===== src/rtl/vlane_flagalu_seq_if.sv =====
// Instruction handshake plus flag register file read/write bus of the flag-logic sequencer.
// Modport master faces the sequencer: it offers instructions and returns read data.
interface vlane_flagalu_seq_if #(
    parameter int NUMLANES     = 4,
    parameter int LOG2MVL      = 6,
    parameter int LOG2NUMFREGS = 3
);
    logic                    in_valid;
    logic                    in_ready;
    logic [2:0]              in_op;
    logic [LOG2MVL:0]        in_vl;
    logic [LOG2NUMFREGS-1:0] in_src1;
    logic [LOG2NUMFREGS-1:0] in_src2;
    logic [LOG2NUMFREGS-1:0] in_dst;
    logic                    rd_en;
    logic [LOG2NUMFREGS-1:0] rd_reg1;
    logic [LOG2NUMFREGS-1:0] rd_reg2;
    logic [LOG2MVL-1:0]      rd_elm;
    logic [NUMLANES-1:0]     rd_data1;
    logic [NUMLANES-1:0]     rd_data2;
    logic                    wr_en;
    logic [LOG2NUMFREGS-1:0] wr_reg;
    logic [LOG2MVL-1:0]      wr_elm;
    logic [NUMLANES-1:0]     wr_mask;
    logic [NUMLANES-1:0]     wr_data;
    logic                    busy;
    logic                    done;

    modport slave (
        input  in_valid, in_op, in_vl, in_src1, in_src2, in_dst, rd_data1, rd_data2,
        output in_ready, rd_en, rd_reg1, rd_reg2, rd_elm,
               wr_en, wr_reg, wr_elm, wr_mask, wr_data, busy, done
    );

    modport master (
        output in_valid, in_op, in_vl, in_src1, in_src2, in_dst, rd_data1, rd_data2,
        input  in_ready, rd_en, rd_reg1, rd_reg2, rd_elm,
               wr_en, wr_reg, wr_elm, wr_mask, wr_data, busy, done
    );
endinterface


===== src/rtl/vlane_flagalu_seq.sv =====
// Vector flag-logic sequencer: walks the flag register file one NUMLANES-wide group per
// cycle, combining two source groups and writing the masked result one cycle later.
module vlane_flagalu_lane (
    input  logic [2:0] op,
    input  logic       a,
    input  logic       b,
    output logic       y
);
    always_comb begin
        case (op)
            3'd0:    y = a & b;
            3'd1:    y = a | b;
            3'd2:    y = a ^ b;
            3'd3:    y = ~(a | b);
            3'd5:    y = 1'b1;
            default: y = 1'b0;
        endcase
    end
endmodule

module vlane_flagalu_seq #(
    parameter int NUMLANES     = 4,
    parameter int LOG2NUMLANES = 2,
    parameter int MVL          = 64,
    parameter int LOG2MVL      = 6,
    parameter int LOG2NUMFREGS = 3
) (
    input  logic                clk,
    input  logic                resetn,
    vlane_flagalu_seq_if.slave  bus
);
    localparam int CW = LOG2MVL - LOG2NUMLANES + 1;

    typedef enum logic [1:0] {IDLE, READ, DRAIN} state_t;

    typedef struct packed {
        logic [2:0]              op;
        logic [LOG2NUMFREGS-1:0] src1;
        logic [LOG2NUMFREGS-1:0] src2;
        logic [LOG2NUMFREGS-1:0] dst;
    } instr_t;

    state_t                state, state_nx;
    instr_t                ins;
    logic [LOG2MVL:0]      vl_q;
    logic [LOG2MVL:0]      vl_clamp;
    logic [CW-1:0]         grp, ngrp, ngrp_in;
    logic                  accept;
    logic                  rd_vld, wr_vld;
    logic [LOG2MVL-1:0]    rd_elm_c, wr_elm_q;
    logic [NUMLANES-1:0]   mask_c, wr_mask_q, lane_y;

    assign accept   = bus.in_valid && (state == IDLE);
    assign vl_clamp = (bus.in_vl > (LOG2MVL+1)'(MVL)) ? (LOG2MVL+1)'(MVL) : bus.in_vl;
    // Clamped length plus NUMLANES-1 still fits LOG2MVL+1 bits, so the ceil cannot overflow.
    assign ngrp_in  = CW'((vl_clamp + (LOG2MVL+1)'(NUMLANES-1)) >> LOG2NUMLANES);
    assign rd_vld   = (state == READ);
    assign rd_elm_c = {grp[CW-2:0], LOG2NUMLANES'(0)};

    for (genvar i = 0; i < NUMLANES; i++) begin : g_lane
        // Element index {grp,i} is exactly LOG2MVL+1 bits, matching vl_q.
        assign mask_c[i] = ({grp, LOG2NUMLANES'(i)} < vl_q);
        vlane_flagalu_lane u_lane (
            .op (ins.op),
            .a  (bus.rd_data1[i]),
            .b  (bus.rd_data2[i]),
            .y  (lane_y[i])
        );
    end

    always_comb begin
        state_nx = state;
        case (state)
            IDLE:    if (accept) state_nx = (vl_clamp == '0) ? DRAIN : READ;
            READ:    if (grp == ngrp - CW'(1)) state_nx = DRAIN;
            DRAIN:   state_nx = IDLE;
            default: state_nx = IDLE;
        endcase
    end

    always_ff @(posedge clk) begin
        if (!resetn) begin
            state     <= IDLE;
            ins       <= '0;
            vl_q      <= '0;
            grp       <= '0;
            ngrp      <= '0;
            wr_vld    <= 1'b0;
            wr_elm_q  <= '0;
            wr_mask_q <= '0;
        end else begin
            state  <= state_nx;
            wr_vld <= rd_vld;
            if (accept) begin
                ins  <= '{op: bus.in_op, src1: bus.in_src1, src2: bus.in_src2, dst: bus.in_dst};
                vl_q <= vl_clamp;
                ngrp <= ngrp_in;
                grp  <= '0;
            end else if (rd_vld) begin
                grp <= grp + CW'(1);
            end
            if (rd_vld) begin
                wr_elm_q  <= rd_elm_c;
                wr_mask_q <= mask_c;
            end
        end
    end

    assign bus.in_ready = (state == IDLE);
    assign bus.busy     = (state != IDLE);
    assign bus.done     = (state == DRAIN);
    assign bus.rd_en    = rd_vld;
    assign bus.rd_reg1  = rd_vld ? ins.src1 : '0;
    assign bus.rd_reg2  = rd_vld ? ins.src2 : '0;
    assign bus.rd_elm   = rd_vld ? rd_elm_c : '0;
    // Read data lands in the write cycle, so the op is applied combinationally there.
    assign bus.wr_en    = wr_vld;
    assign bus.wr_reg   = wr_vld ? ins.dst : '0;
    assign bus.wr_elm   = wr_vld ? wr_elm_q : '0;
    assign bus.wr_mask  = wr_vld ? wr_mask_q : '0;
    assign bus.wr_data  = wr_vld ? lane_y : '0;
endmodule


===== src/flat_wrapper.sv =====
// flat-port wrapper written by rule: the top's interface ports become plain ports
module vlane_flagalu_seq_flat 
#(
    parameter int NUMLANES     = 4,
    parameter int LOG2NUMLANES = 2,
    parameter int MVL          = 64,
    parameter int LOG2MVL      = 6,
    parameter int LOG2NUMFREGS = 3
)
  (clk, resetn, bus_in_valid, bus_in_op, bus_in_vl, bus_in_src1, bus_in_src2, bus_in_dst, bus_rd_data1, bus_rd_data2, bus_in_ready, bus_rd_en, bus_rd_reg1, bus_rd_reg2, bus_rd_elm, bus_wr_en, bus_wr_reg, bus_wr_elm, bus_wr_mask, bus_wr_data, bus_busy, bus_done);
  vlane_flagalu_seq_if #(.NUMLANES(NUMLANES), .LOG2MVL(LOG2MVL), .LOG2NUMFREGS(LOG2NUMFREGS)) bus_i ();
  input  logic clk;
  input  logic resetn;
  input wire logic [$bits(bus_i.in_valid)-1:0] bus_in_valid;
  input wire logic [$bits(bus_i.in_op)-1:0] bus_in_op;
  input wire logic [$bits(bus_i.in_vl)-1:0] bus_in_vl;
  input wire logic [$bits(bus_i.in_src1)-1:0] bus_in_src1;
  input wire logic [$bits(bus_i.in_src2)-1:0] bus_in_src2;
  input wire logic [$bits(bus_i.in_dst)-1:0] bus_in_dst;
  input wire logic [$bits(bus_i.rd_data1)-1:0] bus_rd_data1;
  input wire logic [$bits(bus_i.rd_data2)-1:0] bus_rd_data2;
  output wire logic [$bits(bus_i.in_ready)-1:0] bus_in_ready;
  output wire logic [$bits(bus_i.rd_en)-1:0] bus_rd_en;
  output wire logic [$bits(bus_i.rd_reg1)-1:0] bus_rd_reg1;
  output wire logic [$bits(bus_i.rd_reg2)-1:0] bus_rd_reg2;
  output wire logic [$bits(bus_i.rd_elm)-1:0] bus_rd_elm;
  output wire logic [$bits(bus_i.wr_en)-1:0] bus_wr_en;
  output wire logic [$bits(bus_i.wr_reg)-1:0] bus_wr_reg;
  output wire logic [$bits(bus_i.wr_elm)-1:0] bus_wr_elm;
  output wire logic [$bits(bus_i.wr_mask)-1:0] bus_wr_mask;
  output wire logic [$bits(bus_i.wr_data)-1:0] bus_wr_data;
  output wire logic [$bits(bus_i.busy)-1:0] bus_busy;
  output wire logic [$bits(bus_i.done)-1:0] bus_done;
  assign bus_i.in_valid = bus_in_valid;
  assign bus_i.in_op = bus_in_op;
  assign bus_i.in_vl = bus_in_vl;
  assign bus_i.in_src1 = bus_in_src1;
  assign bus_i.in_src2 = bus_in_src2;
  assign bus_i.in_dst = bus_in_dst;
  assign bus_i.rd_data1 = bus_rd_data1;
  assign bus_i.rd_data2 = bus_rd_data2;
  assign bus_in_ready = bus_i.in_ready;
  assign bus_rd_en = bus_i.rd_en;
  assign bus_rd_reg1 = bus_i.rd_reg1;
  assign bus_rd_reg2 = bus_i.rd_reg2;
  assign bus_rd_elm = bus_i.rd_elm;
  assign bus_wr_en = bus_i.wr_en;
  assign bus_wr_reg = bus_i.wr_reg;
  assign bus_wr_elm = bus_i.wr_elm;
  assign bus_wr_mask = bus_i.wr_mask;
  assign bus_wr_data = bus_i.wr_data;
  assign bus_busy = bus_i.busy;
  assign bus_done = bus_i.done;
  vlane_flagalu_seq #(.NUMLANES(NUMLANES), .LOG2NUMLANES(LOG2NUMLANES), .MVL(MVL), .LOG2MVL(LOG2MVL), .LOG2NUMFREGS(LOG2NUMFREGS)) u_core (.clk(clk), .resetn(resetn), .bus(bus_i));
endmodule

===== config.mk =====
export PLATFORM = sky130hd
export DESIGN_NAME = vlane_flagalu_seq_flat
export DESIGN_NICKNAME = d
export VERILOG_FILES = /design/src/rtl/vlane_flagalu_seq_if.sv /design/src/rtl/vlane_flagalu_seq.sv /design/src/flat_wrapper.sv
export SDC_FILE = /design/constraint.sdc
export NUM_CORES = 1
export LEC_CHECK = 0
export BUFFER_PORTS_ARGS = -buffer_cell sky130_fd_sc_hd__buf_2
export CELL_PAD_IN_SITES_DETAIL_PLACEMENT = 0
export CELL_PAD_IN_SITES_GLOBAL_PLACEMENT = 1
export CORE_UTILIZATION = 40
export DETAILED_ROUTE_END_ITERATION = 6
export PLACE_DENSITY = 0.92
export SLEW_MARGIN = 10
export SYNTH_ARGS = -nofsm -noshare
export SYNTH_HDL_FRONTEND = slang
export SYNTH_SLANG_ARGS = --single-unit

===== constraint.sdc =====
create_clock -name clk -period 2.8 [get_ports clk]
set_input_delay 0.42 -clock clk [delete_from_list [all_inputs] [get_ports clk]]
set_output_delay 0.42 -clock clk [all_outputs]
set_load 0.01 [all_outputs]

* Yosys cells after proc, flatten, opt, wreduce, memory -nomap -nowiden *
Index checks and enable logic that the tools add are counted.
Widths: inputs -> output; s select.

storage, ports and cells
  flip-flop bits (word level) = 40
  input port bits = 30
  output and inout port bits = 34
  logic and storage cells = 68

cells by class
  add/sub/neg operators = 3
  $lt $le $gt $ge = 5
  equal/unequal tests = 9
  multiplexer cells = 16
  bitwise logic cells = 17
  reduce and logical (&&, ||, !) cells = 7

operators with widths
  operator             count
  $lt 7x7->1           4
  $pmux 1 s5           4
  $mux 6               2
  $mux 3               3
  $mux 4               2
  $add 7x2->7 const B  1
  $gt 7x7->1 const B   1
  $logic_not 7->1      1
  $mux 7               1
  $eq 3x2->1 const B   2
  $mux 2               3
  $add 5x1->5 const B  1
  $eq 5x5->1           1
  $not 1->1            5
  $sub 5x1->5 const B  1
  $and 1x1->1          4
  $or 1x1->1           4
  $pmux 2 s2           1
  $xor 1x1->1          4
  $eq 3x1->1 const B   1
  $eq 3x3->1 const B   1
  $logic_not 3->1      1
  $eq 2x1->1 const B   1
  $eq 2x2->1 const B   1
  other kinds (7)      7

* Logic depth before layout (Yosys ltp) *
  depth in word-level cells = 6
  mapped depth = 6
  gate-level depth less buffers = 6

* By module *
From an unflattened synthesis, not the netlist that was laid out.

second synthesis, totals
  cell total of the unflattened synthesis = 290
  area, all modules = 2349.8 um^2

by module, submodules not included
  module              times used  cells each  area each (um^2)  sequential area each (um^2)
  vlane_flagalu_seq   1           250         2049.5            800.8
  vlane_flagalu_lane  4           10          75.1              0.0

* Worst setup path after synthesis *
Ideal clock, no wire load.

  path type = input to output
  from = input port bus_rd_data2[0]
  to = output port bus_wr_data[0]
  arrival = 1.250 ns
  required time = 2.380 ns
  slack = 1.130 ns
  cell stages on the path = 6
  buffers on the path = 0
  path through = inv_1 ha_1 mux2i_1 a2bb2oi_1 o22ai_1 and2_1

on the way
  cells in the longest elaborated chain, start to end = 4
  elaborated cells between the ends (all ways) = 6

ends and longest elaborated chain
  item             RTL line                                          RTL
  start, declared  flat_wrapper.sv:21                                input wire logic [$bits(bus_i.rd_data2)-1:0] bus_rd_data2;
  $or 1x1->1       vlane_flagalu_seq.sv:12, vlane_flagalu_seq.sv:14
  $not 1->1        vlane_flagalu_seq.sv:14                           3'd3: y = ~(a | b);
  $pmux 1 s5 *     vlane_flagalu_seq.sv:10                           case (op)
  $mux 4 *         vlane_flagalu_seq.sv:121                          assign bus.wr_data = wr_vld ? lane_y : '0;
  end, declared    flat_wrapper.sv:31                                output wire logic [$bits(bus_i.wr_data)-1:0] bus_wr_data;

Every way passes the cells marked *; elsewhere a longest branch is shown, timed or not.

* Worst setup path in the final report *
  from = register u_core.ins[10] (netlist bit)
  to = output port bus_wr_data[3]

on the way
  cells in the longest elaborated chain, start to end = 3
  elaborated cells between the ends (all ways) = 7

ends and longest elaborated chain
  item                                      RTL line                  RTL
  start, declared                           vlane_flagalu_seq.sv:44   instr_t ins;
  start signal, assigned                    vlane_flagalu_seq.sv:95   ins <= '{op: bus.in_op, src1: bus.in_src1, src2: bus.in_src2, dst: bus.in_dst};
  $eq 3x3->1, or another cell as far along  vlane_flagalu_seq.sv:10
  $pmux 1 s5 *                              vlane_flagalu_seq.sv:10
  $mux 4 *                                  vlane_flagalu_seq.sv:121

Marks and branches as above.

==> run_results.csv <==
group,metric,value,unit
floorplan,fp.dieW,77.7,um
synth,synth_top_family_by_area,"simple AND/OR/NAND/NOR gates",
setup_path,crit_family,"flip-flops",
sta,hold_ws,0.365,ns
sta,max-slew-margin-rel,0.560,
drt,routed-via-count,1938,
finish,utilization,0.491,
clock_tree,clk_latency,0.28,ns
placed_design,pre_cts_ws,0.867,ns
sta,final-hold-violation-count,0,
sta,slew_viol_final,0,
sta,timing.fmax,0.505,GHz
grt,grt_max_degree,33,
synth,synth_mux_area_frac,0.0175,
synth,synth-simple-area-share,0.245,
placed_design,hpwlAfterDp,3520,um
setup_path,reg2reg_from,"u_core.grp[2]$_SDFFE_PP0P_",
floorplan,coreArea,0.00551,mm^2
setup_path,crit_chain,"mux2i_1 > a2bb2oi_1 > o22ai_1 > and2_1 > buf_2",
setup_path,worstSetupPathType,"reg2out",
grt,grt_pass1_vias,1785,
grt,grt_overflow,0,
clock_tree,cts_tree,"built",
drt,met3WireLength,173,um
grt,antenna_found_initial,0,
drt,drt-pass1-iter-count,4,
job,maxCapViolations,0,
setup_path,critical-path-max-stage-delay,0.50,ns
floorplan,start_util,0.416,
synth,synth_async_sr_flop_share,0,
min_path,hold_start,"bus_in_op[0]",
setup_path,cp_max_fo,7,
synth,synthFlopType,"dfxtp_1",
placed_design,io_buffers,59,
synth,yosysUniqueCellTypes,40,
clock_tree,clkSlewWorstSetupHoldPaths,0.07,ns
finish,final_nets,373,
clock_tree,clock_path_buffers,2,
min_path,hold_end,"u_core.ins[9]$_SDFFE_PN0P_",
drt,wl_met2,2280,um
sta,worst_pin_slew,0.658,ns
synth,yosys_register_bits,40,
drt,routed_wl,4800,um
setup_path,cp_data_required_time,2.38,ns
clock_tree,cts_sinks,40,
synth,synth_top_area_cell,"dfxtp_1",
setup_path,rr_endpoint,"u_core.wr_mask_q[0]$_SDFFE_PN0P_",
drt,routedLengthMet1,2290,um
sta,finalWorstPathRequiredPeriod,1.98,ns
sta,fin_tns_setup,0,ns
status,run_status,"finished, final reports clean",
synth,synth-xor-area-share,0.0420,
setup_path,arrival,1.56,ns
setup_path,end_kind,"output pin",
floorplan,placementRows,27,
setup_path,slowest_stage,"dfxtp_1",
floorplan,dieArea,0.00604,mm^2
setup_path,r2r_setup_slack,1.07,ns
synth,syn_area,0.00229,mm^2
power,vdd.ir_drop.worst,189,uV
synth,synth_compound_area_frac,0.193,
power,design_power_total,1.21,mW
synth,synthCells,272,
drt,vias_per_cell,4.86,
clock_tree,cts_setup_buffers,0,
sta,finalSetupViolCount,0,
synth,synth-edff-count,0,
finish,layout-drive-gt1-share,0.220,
setup_path,worst_r2r_path_depth,5,
min_path,hold_path_class,"in2reg",
clock_tree,cts_root_buf,"clkbuf_8",
min_path,whs_path_depth,3,
synth,yosysWarningCount,0,
drt,drc_errors,0,
synth,synth_commonest_cells,"40 x dfxtp_1, 40 x nand2_1, 29 x and2_1",
setup_path,cp_num_buf_inv,1,
sta,rsz0062_at_grt,"false",
grt,grt_pass1_wl,8180,um
synth,ys_seq_area_frac,0.349,
floorplan,die_h,77.7,um
floorplan,io_pins,64,
finish,syn_to_final_growth,18.0,%
clock_tree,cts_hold_buffers,0,
drt,postRouteAntennaNets,0,
synth,synth_top_area_frac,0.349,
sta,fin_ws,0.822,ns
power,power_density,448,mW/mm^2
synth,syn_area_per_cell,8.43,um^2
clock_tree,cts.repair.resized,0,
synth,synth_fa_ha_area_frac,0.0873,
placed_design,routabilityCongestion,0.780,
drt,first_iter_violations,87,
clock_tree,cts_buffers,5,
drt,highest_layer,"met4",
drt,wl_per_cell,12.0,um
clock_tree,htreeDepth,2,
finish,antennaDiodeCount,0,
sta,fin_crit_sh,0.707,
synth,synth_area_leaders,"dfxtp_1 35%, ha_1 8.7%, and2_1 7.9%",
setup_path,crit_path_start_kind,"flop",
sta,finClkSkew,0.00163,ns
power,p_leak,1.27,nW
grt,grtUsageTotal,0.170,
[per-stage QoR]
stage / cell area [um^2] / instances
6_report: 2710 / 399
5_1_grt: 2710 / 399
4_1_cts: 2710 / 399
3_5_place_dp: 2630 / 392
3_3_place_gp: 2630 / 392
2_1_floorplan: 2300 / 275
[layer usage]
layer,vias up,track usage
li1,1016,-
met1,878,0.217
met2,37,0.284
met3,7,0.0412
met4,0,0.0491
met5,-,0
[state kept, by name, indices dropped and copies added (netlist names)]
signal,count
u_core.bus.wr_en,1
u_core.wr_mask_q,4
u_core.state,2
u_core.grp,5
u_core.vl_q,7
u_core.ngrp,5
u_core.wr_elm_q,4
u_core.ins,12
[logic make-up (layout without fill, tap and decap cells)]
family	Yosys count	in the layout
AOI/OAI and AO/OA	59	59
xor gates and xnor gates	11	11
adders and majority gates	16	16
buffers and inverters	35	87
DFF	40	40
muxes	4	4
other	1	4
and+or+nand+nor	106	106
[power by group]
part	internal, mW	leakage, nW	total [mW]	switching (mW)
clock	0.169	0.0410	0.351	0.182
combinational	0.103	0.906	0.229	0.126
sequential	0.602	0.327	0.632	0.0301
[worst register-to-register path: stages, from the launching register on]
cell and delay [ns]:
dfxtp_1 0.51, ha_1 0.30, a21o_1 0.15, a21o_1 0.17, a211oi_2 0.36, a32o_1 0.18
[worst max-delay path by stage]
| stage | slack (ns) | startpoint | end | depth (start not counted) |
|---|---|---|---|---|
| 2_1_floorplan | 1.13 | bus_rd_data2[0] | bus_wr_data[0] | 6 |
| 3_3_place_gp | 0.89 | bus_rd_data2[3] | bus_wr_data[3] | 8 |
| 3_5_place_dp | 0.87 | bus_rd_data2[3] | bus_wr_data[3] | 8 |
| 4_1_cts | 0.80 | u_core.ins[10]$_SDFFE_PN0P_ | bus_wr_data[3] | 5 |
| 5_1_grt | 0.69 | u_core.ins[10]$_SDFFE_PN0P_ | bus_wr_data[1] | 5 |
| 6_report | 0.82 | u_core.ins[10]$_SDFFE_PN0P_ | bus_wr_data[3] | 5 |
[cells in the final DEF, fill, tap and decap left out, drive strengths merged, types with 3 or more instances in the layout]
cell type / synthesis / layout
a21boi: 17 / 17
a21oi: 6 / 6
a22o: 5 / 5
a2bb2oi: 4 / 4
a32o: 5 / 5
and2: 29 / 29
buf: 5 / 61
clkbuf: 11 / 6
conb: 1 / 4
dfxtp: 40 / 40
ha: 16 / 16
inv: 19 / 19
mux2i: 4 / 4
nand2: 40 / 40
nand2b: 3 / 3
nor2: 7 / 7
nor2b: 12 / 12
o21a: 5 / 5
o21ai: 6 / 6
o22ai: 5 / 5
xnor2: 5 / 5
xor2: 6 / 6
[final cells by class]
| class | count | area, um^2 |
|---|---|---|
| tap | 72 | 90.1 |
| clock inverter | 1 | 5.00 |
| sequential | 40 | 801 |
| clock buffer | 6 | 72.6 |
| multi-input combinational | 200 | 1360 |
| timing repair buffer | 61 | 310 |
| inverter | 19 | 71.3 |
| fill | 570 | 2800 |
Note: power is estimated with default switching activity, not from simulation.
